[config.mk]
export PLATFORM = sky130hd
export DESIGN_NAME = serial_addsub_flat
export DESIGN_NICKNAME = d
export VERILOG_FILES = /design/src/rtl/serial_addsub_if.sv /design/src/rtl/serial_addsub.sv /design/src/flat_wrapper.sv
export SDC_FILE = /design/constraint.sdc
export NUM_CORES = 1
export LEC_CHECK = 0
export CAP_MARGIN = 15
export CORE_MARGIN = 5
export CORE_UTILIZATION = 50
export DETAILED_ROUTE_END_ITERATION = 6
export DONT_BUFFER_PORTS = 1
export SLEW_MARGIN = 5
export SYNTH_ARGS = -nofsm -noshare
export SYNTH_HDL_FRONTEND = slang
export SYNTH_SLANG_ARGS = --single-unit
[constraint.sdc]
create_clock -name clk -period 2 [get_ports clk]
set_clock_uncertainty 0.1 [all_clocks]
set_input_delay 0.4 -clock clk [delete_from_list [all_inputs] [get_ports clk]]
set_output_delay 0.4 -clock clk [all_outputs]
set_load 0.03 [all_outputs]
[src/rtl/serial_addsub_if.sv]
// Start/done handshake and operand/result bundle for the digit-serial adder/subtractor.
// The requester drives the master side; the arithmetic unit takes the slave side.
interface serial_addsub_if #(
    parameter int unsigned WIDTH = 8
);
    logic             start;
    logic [WIDTH-1:0] a;
    logic [WIDTH-1:0] b;
    logic             cin;
    logic             sub;
    logic             busy;
    logic             done;
    logic [WIDTH-1:0] sum;
    logic             cout;
    logic             ovf;

    modport master (
        output start, a, b, cin, sub,
        input  busy, done, sum, cout, ovf
    );

    modport slave (
        input  start, a, b, cin, sub,
        output busy, done, sum, cout, ovf
    );
endinterface

[src/rtl/serial_addsub.sv]
// Multi-cycle adder/subtractor: one DIGIT-bit slice reused over WIDTH/DIGIT cycles,
// carry held in a register between steps, results registered on completion.
module serial_addsub #(
    parameter int unsigned WIDTH = 8,
    parameter int unsigned DIGIT = 1
) (
    input logic            clk,
    input logic            rst,
    serial_addsub_if.slave bus
);
    localparam int unsigned N    = WIDTH / DIGIT;
    localparam int unsigned CntW = (N > 1) ? $clog2(N) : 1;

    if (WIDTH < 2 || DIGIT < 1 || DIGIT > WIDTH || (WIDTH % DIGIT) != 0) begin : g_bad_param
        $error("serial_addsub: illegal WIDTH/DIGIT combination");
    end

    typedef enum logic [1:0] {StIdle, StRun, StFin} state_e;

    state_e            state_q, state_d;
    logic [WIDTH-1:0]  a_q, b_q, res_q;
    logic              carry_q;
    logic [CntW-1:0]   cnt_q;
    logic [WIDTH-1:0]  sum_q;
    logic              cout_q, ovf_q;

    logic [DIGIT-1:0]  slice_s;
    logic              slice_c;
    logic [WIDTH-1:0]  res_d;
    logic              last_step;
    logic              accept;

    assign {slice_c, slice_s} = {1'b0, a_q[DIGIT-1:0]} + {1'b0, b_q[DIGIT-1:0]}
                              + (DIGIT + 1)'(carry_q);
    // New digits enter at the MSB end; after N steps the result is fully aligned.
    assign res_d     = WIDTH'({slice_s, res_q} >> DIGIT);
    assign last_step = (cnt_q == CntW'(N - 1));
    assign accept    = bus.start && (state_q != StRun);

    always_ff @(posedge clk) begin
        if (rst) begin
            state_q <= StIdle;
        end else begin
            state_q <= state_d;
        end
    end

    always_comb begin
        state_d = state_q;
        unique case (state_q)
            StIdle:  state_d = bus.start ? StRun : StIdle;
            StRun:   state_d = last_step ? StFin : StRun;
            StFin:   state_d = bus.start ? StRun : StIdle;
            default: state_d = StIdle;
        endcase
    end

    always_comb begin
        bus.busy = (state_q == StRun);
        bus.done = (state_q == StFin);
        bus.sum  = sum_q;
        bus.cout = cout_q;
        bus.ovf  = ovf_q;
    end

    always_ff @(posedge clk) begin
        if (rst) begin
            a_q     <= '0;
            b_q     <= '0;
            res_q   <= '0;
            carry_q <= 1'b0;
            cnt_q   <= '0;
            sum_q   <= '0;
            cout_q  <= 1'b0;
            ovf_q   <= 1'b0;
        end else if (accept) begin
            // Subtract folds into add: a + ~b + ~borrow.
            a_q     <= bus.a;
            b_q     <= bus.sub ? ~bus.b : bus.b;
            carry_q <= bus.sub ? ~bus.cin : bus.cin;
            cnt_q   <= '0;
        end else if (state_q == StRun) begin
            a_q     <= a_q >> DIGIT;
            b_q     <= b_q >> DIGIT;
            res_q   <= res_d;
            carry_q <= slice_c;
            cnt_q   <= cnt_q + 1'b1;
            if (last_step) begin
                // On the final step the low digit of a_q/b_q holds the operand MSBs.
                sum_q  <= res_d;
                cout_q <= slice_c;
                ovf_q  <= (a_q[DIGIT-1] == b_q[DIGIT-1]) && (slice_s[DIGIT-1] != a_q[DIGIT-1]);
            end
        end
    end
endmodule

[src/flat_wrapper.sv]
// flat-port wrapper written by rule: the top's interface ports become plain ports
module serial_addsub_flat 
#(
    parameter int unsigned WIDTH = 8,
    parameter int unsigned DIGIT = 1
)
  (clk, rst, bus_start, bus_a, bus_b, bus_cin, bus_sub, bus_busy, bus_done, bus_sum, bus_cout, bus_ovf);
  serial_addsub_if #(.WIDTH(WIDTH)) bus_i ();
  input logic clk;
  input logic rst;
  input wire logic [$bits(bus_i.start)-1:0] bus_start;
  input wire logic [$bits(bus_i.a)-1:0] bus_a;
  input wire logic [$bits(bus_i.b)-1:0] bus_b;
  input wire logic [$bits(bus_i.cin)-1:0] bus_cin;
  input wire logic [$bits(bus_i.sub)-1:0] bus_sub;
  output wire logic [$bits(bus_i.busy)-1:0] bus_busy;
  output wire logic [$bits(bus_i.done)-1:0] bus_done;
  output wire logic [$bits(bus_i.sum)-1:0] bus_sum;
  output wire logic [$bits(bus_i.cout)-1:0] bus_cout;
  output wire logic [$bits(bus_i.ovf)-1:0] bus_ovf;
  assign bus_i.start = bus_start;
  assign bus_i.a = bus_a;
  assign bus_i.b = bus_b;
  assign bus_i.cin = bus_cin;
  assign bus_i.sub = bus_sub;
  assign bus_busy = bus_i.busy;
  assign bus_done = bus_i.done;
  assign bus_sum = bus_i.sum;
  assign bus_cout = bus_i.cout;
  assign bus_ovf = bus_i.ovf;
  serial_addsub #(.WIDTH(WIDTH), .DIGIT(DIGIT)) u_core (.clk(clk), .rst(rst), .bus(bus_i));
endmodule
# Yosys cells after proc, flatten, opt, wreduce, memory -nomap -nowiden
# Index checks and enable logic that the tools add are counted.
# word_totals
ff_bits,40
latch_bits,0
ramBits,0
mem_bits_ro,0
out_inout_bits,12
elab_cells,40
mem_count,0
# op_classes
addsub,3
mul,0
n_div,0
n_lt_le_gt_ge,0
eq_ne,6
shifts,0
n_mux,11
bitwise,3
n_reduce_logical,8
# op_table
operator,count
2-to-1 mux 8 bit,5
NOT 8 bit,1
2-to-1 mux 1 bit,4
case mux 2 bit (2 select lines),1
OR reduction 2 bit,2
adder 3 x 1 -> 3 bit (second input constant),1
equality test 3 bit (second input constant),1
AND reduction 3 bit,1
adder 1 x 1 -> 2 bit,1
adder 2 x 1 -> 2 bit,1
equality test 2 x 1 -> 1 bit (second input constant),1
equality test 2 bit (second input constant),1
logical AND 1 bit,2
logical NOT 2 bit,1
2-to-1 mux 2 bit,1
!= test 2 x 1 -> 1 bit (second input constant),1
NOT 1 bit,2
AND reduction 2 bit,1
nonzero test 2 bit,1
equality test 1 bit,1
!= test 1 bit,1

# Depth between registers and ports, before layout
# Gate-level depths: netlist of the first run.
# depth
depth_word,4
ltp_mapped,7
mapped_depth_nobuf,5

# Worst setup path after synthesis of the first run
# Ideal clock, no wire load.
# synth_path
path_type,register -> output
startpoint,reg u_core.state_q[1]
endpoint,out bus_busy
t_arrival_ns,0.899
required_time_ns,1.500
path_slack_ns,0.601
stages_incl_launch_ff,6
path_cell_list,dfxtp_1 nand2b_1 buf_4 inv_4 buf_6 buf_6
# synth_between
elab_chain_cells,1
# synth_lines
item,line_no,text
from (decl),serial_addsub.sv:20,"state_e state_q, state_d;"
from (signal assigned),serial_addsub.sv:42,state_q <= StIdle;
from (signal assigned),serial_addsub.sv:44,state_q <= state_d;
equality test 2 x 1 -> 1 bit,serial_addsub.sv:59,bus.busy = (state_q == StRun);
to (decl),flat_wrapper.sv:16,output wire logic [$bits(bus_i.busy)-1:0] bus_busy;
# No other way between the ends.

# Worst setup path after layout of the first run
# layout_path
startpoint,reg u_core.state_q[0]
endpoint,out bus_busy
# Same word-level chain as after synthesis.

==> results of run 1 <==
## worst register-to-register path, cell delays in order, from the launching register on
cell and delay, ns:
dfxtp_1 0.36, ha_1 0.16, ha_1 0.39, nand3b_1 0.16
buf_4 0.20, mux2i_1 0.16, nor2_1 0.06
## power by group
group          leakage (nW)  switching [mW]  total [mW]  internal, mW
Clock                0.0282           0.244       0.380         0.136
Combinational         0.302          0.0853       0.160        0.0747
Sequential            0.318          0.0228       0.834         0.811
## flip-flops by register name (all words and copies together), names as in the netlist
register / flops
u_core.bus.ovf: 1
u_core.state_q: 2
u_core.res_q: 7
u_core.a_q: 8
u_core.cnt_q: 3
u_core.carry_q: 1
u_core.bus.cout: 1
u_core.b_q: 8
u_core.bus.sum: 8
## final cells by class
cell class	instances	area, um2
flip-flops and latches	39	780.7
clock buffers	6	41.29
fillers	351	1564
multi-input cells	137	845.8
repair buffers	5	55.05
well taps	46	57.56
inverters	1	6.256
clock inverters	2	12.51
## cell families (layout without fill, tap and decap cells)
| kind of cell | count (synthesis) | count (layout) | share of synthesized area |
|---|---|---|---|
| simple gates | 70 | 70 | 0.1752 |
| compound gates | 45 | 45 | 0.1816 |
| flops | 39 | 39 | 0.4480 |
| buf+inv | 18 | 14 | 0.06676 |
| mux | 10 | 10 | 0.05743 |
| xor+xnor | 9 | 9 | 0.04523 |
| fa+ha+maj | 3 | 3 | 0.02584 |
## metal layers
metal / routed length (um) / global-route usage / up-vias
li1: - / - / 647
met3: 184 / 0.05669 / 5
met4: 53 / 0.06508 / 0
met1: 1627 / 0.1867 / 607
met2: 1567 / 0.2479 / 31
met5: 0 / 0 / -
## Yosys cell counts
master	n	area share
a2111oi_2	1	0.0086
buf_4	2	0.0086
buf_2	7	0.020
xnor2_1	9	0.045
nand3_2	1	0.0057
a211o_1	8	0.040
nand3_1	7	0.020
a211oi_1	7	0.030
nand3b_1	5	0.022
inv_4	1	0.0036
nor3_1	1	0.0029
a211oi_2	1	0.0072
mux2i_1	10	0.057
nor2_1	21	0.045
nand2_1	32	0.069
a21oi_1	21	0.060
clkbuf_1	3	0.0065
a21oi_2	7	0.035
ha_1	2	0.014
nor2b_1	1	0.0036
buf_6	4	0.026
fa_1	1	0.011
nand2b_1	2	0.0072
dfxtp_1	39	0.45
buf_1	1	0.0022
## path summary, 6_finish.rpt
path	start	end	slack, ns	cells after the start
worst min register to register	u_core.b_q[7]	u_core.b_q[6]	0.37	2
worst max register to register	u_core.cnt_q[0]	u_core.bus.sum[7]	0.30	6
worst min-delay path	bus_start	u_core.b_q[7]	0.05	1
worst max-delay path	u_core.state_q[0]	bus_busy	0.24	2
## cells in the final DEF, fill, tap and decap left out, types with 7 or more instances in the layout
cell       n
a21oi_2    7
a211oi_1   7
dfxtp_1   39
nand3_1    7
nand2_1   32
xnor2_1    9
nor2_1    21
a21oi_1   21
a211o_1    8
mux2i_1   10
## metrics by stage
step           hold WS [ns]  worst slack, ns  instances
2_1_floorplan        0.3366           0.6009        194
3_3_place_gp         0.3402           0.2325        224
3_5_place_dp         0.3466           0.1280        224
4_1_cts           0.0008252           0.1119        234
5_1_grt             0.02040           0.1450        236
6_report            0.05322           0.2442        236
## what timing repair did
action                                  in CTS  in global routing
buffers inserted                             0                  1
endpoints found under the hold margin       29                  3
gates resized for setup                      0                  0
endpoints found under the setup margin       0                  2
hold buffers                                 2                  1
==> results.json, run 1 <==
{
  "status": "finished clean",
  "wire_per_inst_um": 14.55,
  "cp_max_fo": 38,
  "synth_fp_nets": 218,
  "final_layout_size_suffix_gt1_frac": 0.1105,
  "cpMaxStageDelayCell": "dfxtp_1",
  "start_kind": "register",
  "hold_violations": 0,
  "ir_drop_uv": 467.3,
  "drcViolationCount": 0,
  "period_share": 0.8779,
  "grt-ovfl-total": 0,
  "die_w_um": 69.04,
  "yosys_register_bits": 39,
  "final_core_util": 0.5350,
  "clock_path_buffers": 2,
  "criticalPathCategory": "register to output port",
  "path_cells": "nand2b_1 -> inv_4",
  "cp.required_ns": 1.50,
  "drv_cap": 0,
  "timing.fmax_mhz": 569.6,
  "insertion_delay_ns": 0.34,
  "portBuffers": 0,
  "nets": 213,
  "design.die.area_um2": 4767,
  "clock_tree.root_cell": "clkbuf_4",
  "slew_headroom": 0.6115,
  "diodes": 0,
  "cts_tree": "yes",
  "antenna_found_initial": 0,
  "leakagePower_nw": 0.6485,
  "syn_inst": 194,
  "fp.dieH_um": 69.04,
  "cts.sinks": 39,
  "synth.distinct_cells": 25,
  "core-area_um2": 3363,
  "htreeDepth": 2,
  "track_usage": 0.1550,
  "setup_tns_ns": 0,
  "yosys_warnings": 0,
  "grt_pass1_vias": 1286,
  "grt_max_degree": 39,
  "worstPathArrival_ns": 1.26,
  "areaGrowthSynthToFinish_pct": 3.231,
  "synth_area_um2": 1743,
  "via_count": 1290,
  "initial_utilization": 0.5182,
  "dpl_cell_area_um2": 1698,
  "cts_buffers": 5,
  "setup_viol": 0,
  "final_cell_area_um2": 1799,
  "drt_iter0_markers": 62,
  "pin_count": 33,
  "worst-path-buf-inv": 1,
  "power.total_mw": 1.373,
  "powerDensity_nw_per_um2": 763.4,
  "hpwlAfterDp_um": 2204,
  "num_rows": 21,
  "grt_pass1_wl_um": 6016,
  "slew_viol_final": 0,
  "finalCriticalPeriod_ns": 1.756,
  "ys_seq_area_frac": 0.4480,
  "via_per_inst": 5.466,
  "final_antenna_net_count": 0,
  "synth.avg_cell_area_um2": 8.984,
  "rsz0062_at_grt": "false",
  "hold_class": "input pin to register",
  "tightest_slew_ns": 0.5815,
  "gp_congestion": 0.7884,
  "critPathTopFamily": "flip-flops",
  "drt_wl_total_um": 3433,
  "dr.pass1.iters": 4,
  "max_stage_delay_ns": 0.41,
  "cp-end-kind": "output port",
  "clk_pin_slew_ns": 0.11
}
Power figures use the tool's default switching activity.
==> inputs of run 2 (changes only) <==
- MAX_ROUTING_LAYER: unset -> met4
- REMOVE_ABC_BUFFERS: unset -> 1
==> run 2 against run 1 <==
Net effect:
- setup slack improved by 0.0018 ns
- wire length increased by 1.1%
- non-clock buffer count increased by 4
- design area increased by 1.3%
- combinational power about the same
- die area unchanged
- final cell count increased by 1.7%
- fmax increased by 0.10%
- register-to-register slack improved by 0.07 ns
==> results.json, run 2 (synthesis gave the netlist of run 1 again) <==
{
  "finalCriticalPeriod_ns": 1.754,
  "hold_class": "input pin to register",
  "start_kind": "register",
  "slew_viol_final": 0,
  "pin_count": 33,
  "dr.pass1.iters": 4,
  "wire_per_inst_um": 14.47,
  "cpMaxStageDelayCell": "inv_4",
  "setup_viol": 0,
  "fp.dieH_um": 69.04,
  "ir_drop_uv": 418.0,
  "slew_headroom": 0.6259,
  "core-area_um2": 3363,
  "criticalPathCategory": "register to output port",
  "final_antenna_net_count": 0,
  "initial_utilization": 0.5182,
  "portBuffers": 0,
  "p_sw_uw": 350.7,
  "reg2reg_depth": 5,
  "max_stage_delay_ns": 0.37,
  "rsz0062_at_grt": "false",
  "worst-path-buf-inv": 1,
  "cts_tree": "yes",
  "via_per_inst": 5.483,
  "cp.required_ns": 1.50,
  "grt_pass1_vias": 1246,
  "clock_tree.root_cell": "clkbuf_4",
  "hpwlAfterDp_um": 2085,
  "clk_pin_slew_ns": 0.11,
  "drv_cap": 0,
  "power_frac_clock": 0.278,
  "drcViolationCount": 0,
  "grt-ovfl-total": 0,
  "cp_max_fo": 38,
  "final_layout_size_suffix_gt1_frac": 0.1031,
  "critPathTopFamily": "buffers and inverters",
  "powerDensity_nw_per_um2": 753.9,
  "cts_buffers": 5,
  "nets": 217,
  "min_path_cells": 1,
  "p_seq_frac": 0.606,
  "period_share": 0.8770,
  "grt_max_degree": 39,
  "gr-usage-met1": 0.1747,
  "via_count": 1316,
  "switching_share": 0.2552,
  "setup_tns_ns": 0,
  "busiest_layer": "met2",
  "path_cells": "nand2b_1 -> inv_4",
  "diodes": 0,
  "power.total_mw": 1.374,
  "antenna_found_initial": 0,
  "gp_congestion": 0.7048,
  "die_w_um": 69.04,
  "leakagePower_nw": 0.6636,
  "clock_path_buffers": 2,
  "status": "finished clean",
  "drt_iter0_markers": 78,
  "tightest_slew_ns": 0.5593,
  "timing.fmax_mhz": 570.1,
  "cp-end-kind": "output port",
  "cp_num_cells": 2,
  "p_int_mw": 1.024,
  "final_common_cell": "dfxtp_1",
  "worstPathArrival_ns": 1.25,
  "use_met2": 0.2352,
  "drt_wl_total_um": 3472,
  "cts.sinks": 39,
  "track_usage": 0.1483,
  "insertion_delay_ns": 0.34,
  "p_comb_frac": 0.116,
  "num_rows": 21,
  "htreeDepth": 2,
  "hold_violations": 0,
  "grtUsageMet3": 0.05233,
  "final_cell_mix": "dfxtp_1 (39), nand2_1 (32), a21oi_1 (21), nor2_1 (21), mux2i_1 (10)",
  "areaGrowthSynthToFinish_pct": 4.594,
  "grt_pass1_wl_um": 5720,
  "design.die.area_um2": 4767
}
[run 2: path summary, 6_finish.rpt]
check        slack (ns)              start                end
min reg2reg        0.37      u_core.b_q[7]      u_core.b_q[6]
max                0.25  u_core.state_q[1]           bus_busy
min                0.02                rst  u_core.bus.sum[4]
max reg2reg        0.37    u_core.cnt_q[0]     u_core.bus.ovf
[run 2: power groups by stage]
stage	sequential [mW]	clock, mW	combinational [mW]
finish	0.833	0.382	0.159
global route	0.840	0.431	0.178
CTS	0.834	0.404	0.149
detailed placement	0.852	0	0.138
global placement	0.849	0	0.133
floorplan	0.845	0	0.117
[run 2: cell type report]
type | instances | area, um2
multi-input cells | 137 | 845.8
fillers | 350 | 1540
inverters | 1 | 6.256
well taps | 46 | 57.56
clock inverters | 1 | 5.005
repair buffers | 9 | 82.58
clock buffers | 7 | 45.04
flip-flops and latches | 39 | 780.7
[run 2: what timing repair did]
item,in CTS,in global routing
hold endpoints to repair,10,11
gates resized for setup,0,0
buffers inserted,0,0
hold buffers,3,3
[run 2: through the flow]
stage	area (um2)	setup slack (ns)	util	hold WS, ns	std cells
4_1_cts	1793	0.2282	0.5331	0.0008226	237
6_report	1823	0.2461	0.5420	0.01517	240
2_1_floorplan	1633	0.2614	-	0.3305	177
5_1_grt	1823	0.1330	0.5420	0.0004673	240
3_3_place_gp	1713	0.4563	0.5093	0.3411	226
3_5_place_dp	1713	0.4005	0.5093	0.3498	226
[run 2: layer usage]
layer / vias up / wire length [um]
li1: 657 / -
met1: 618 / 1559
met2: 37 / 1672
met3: 4 / 220
met4: 0 / 20
met5: - / 0
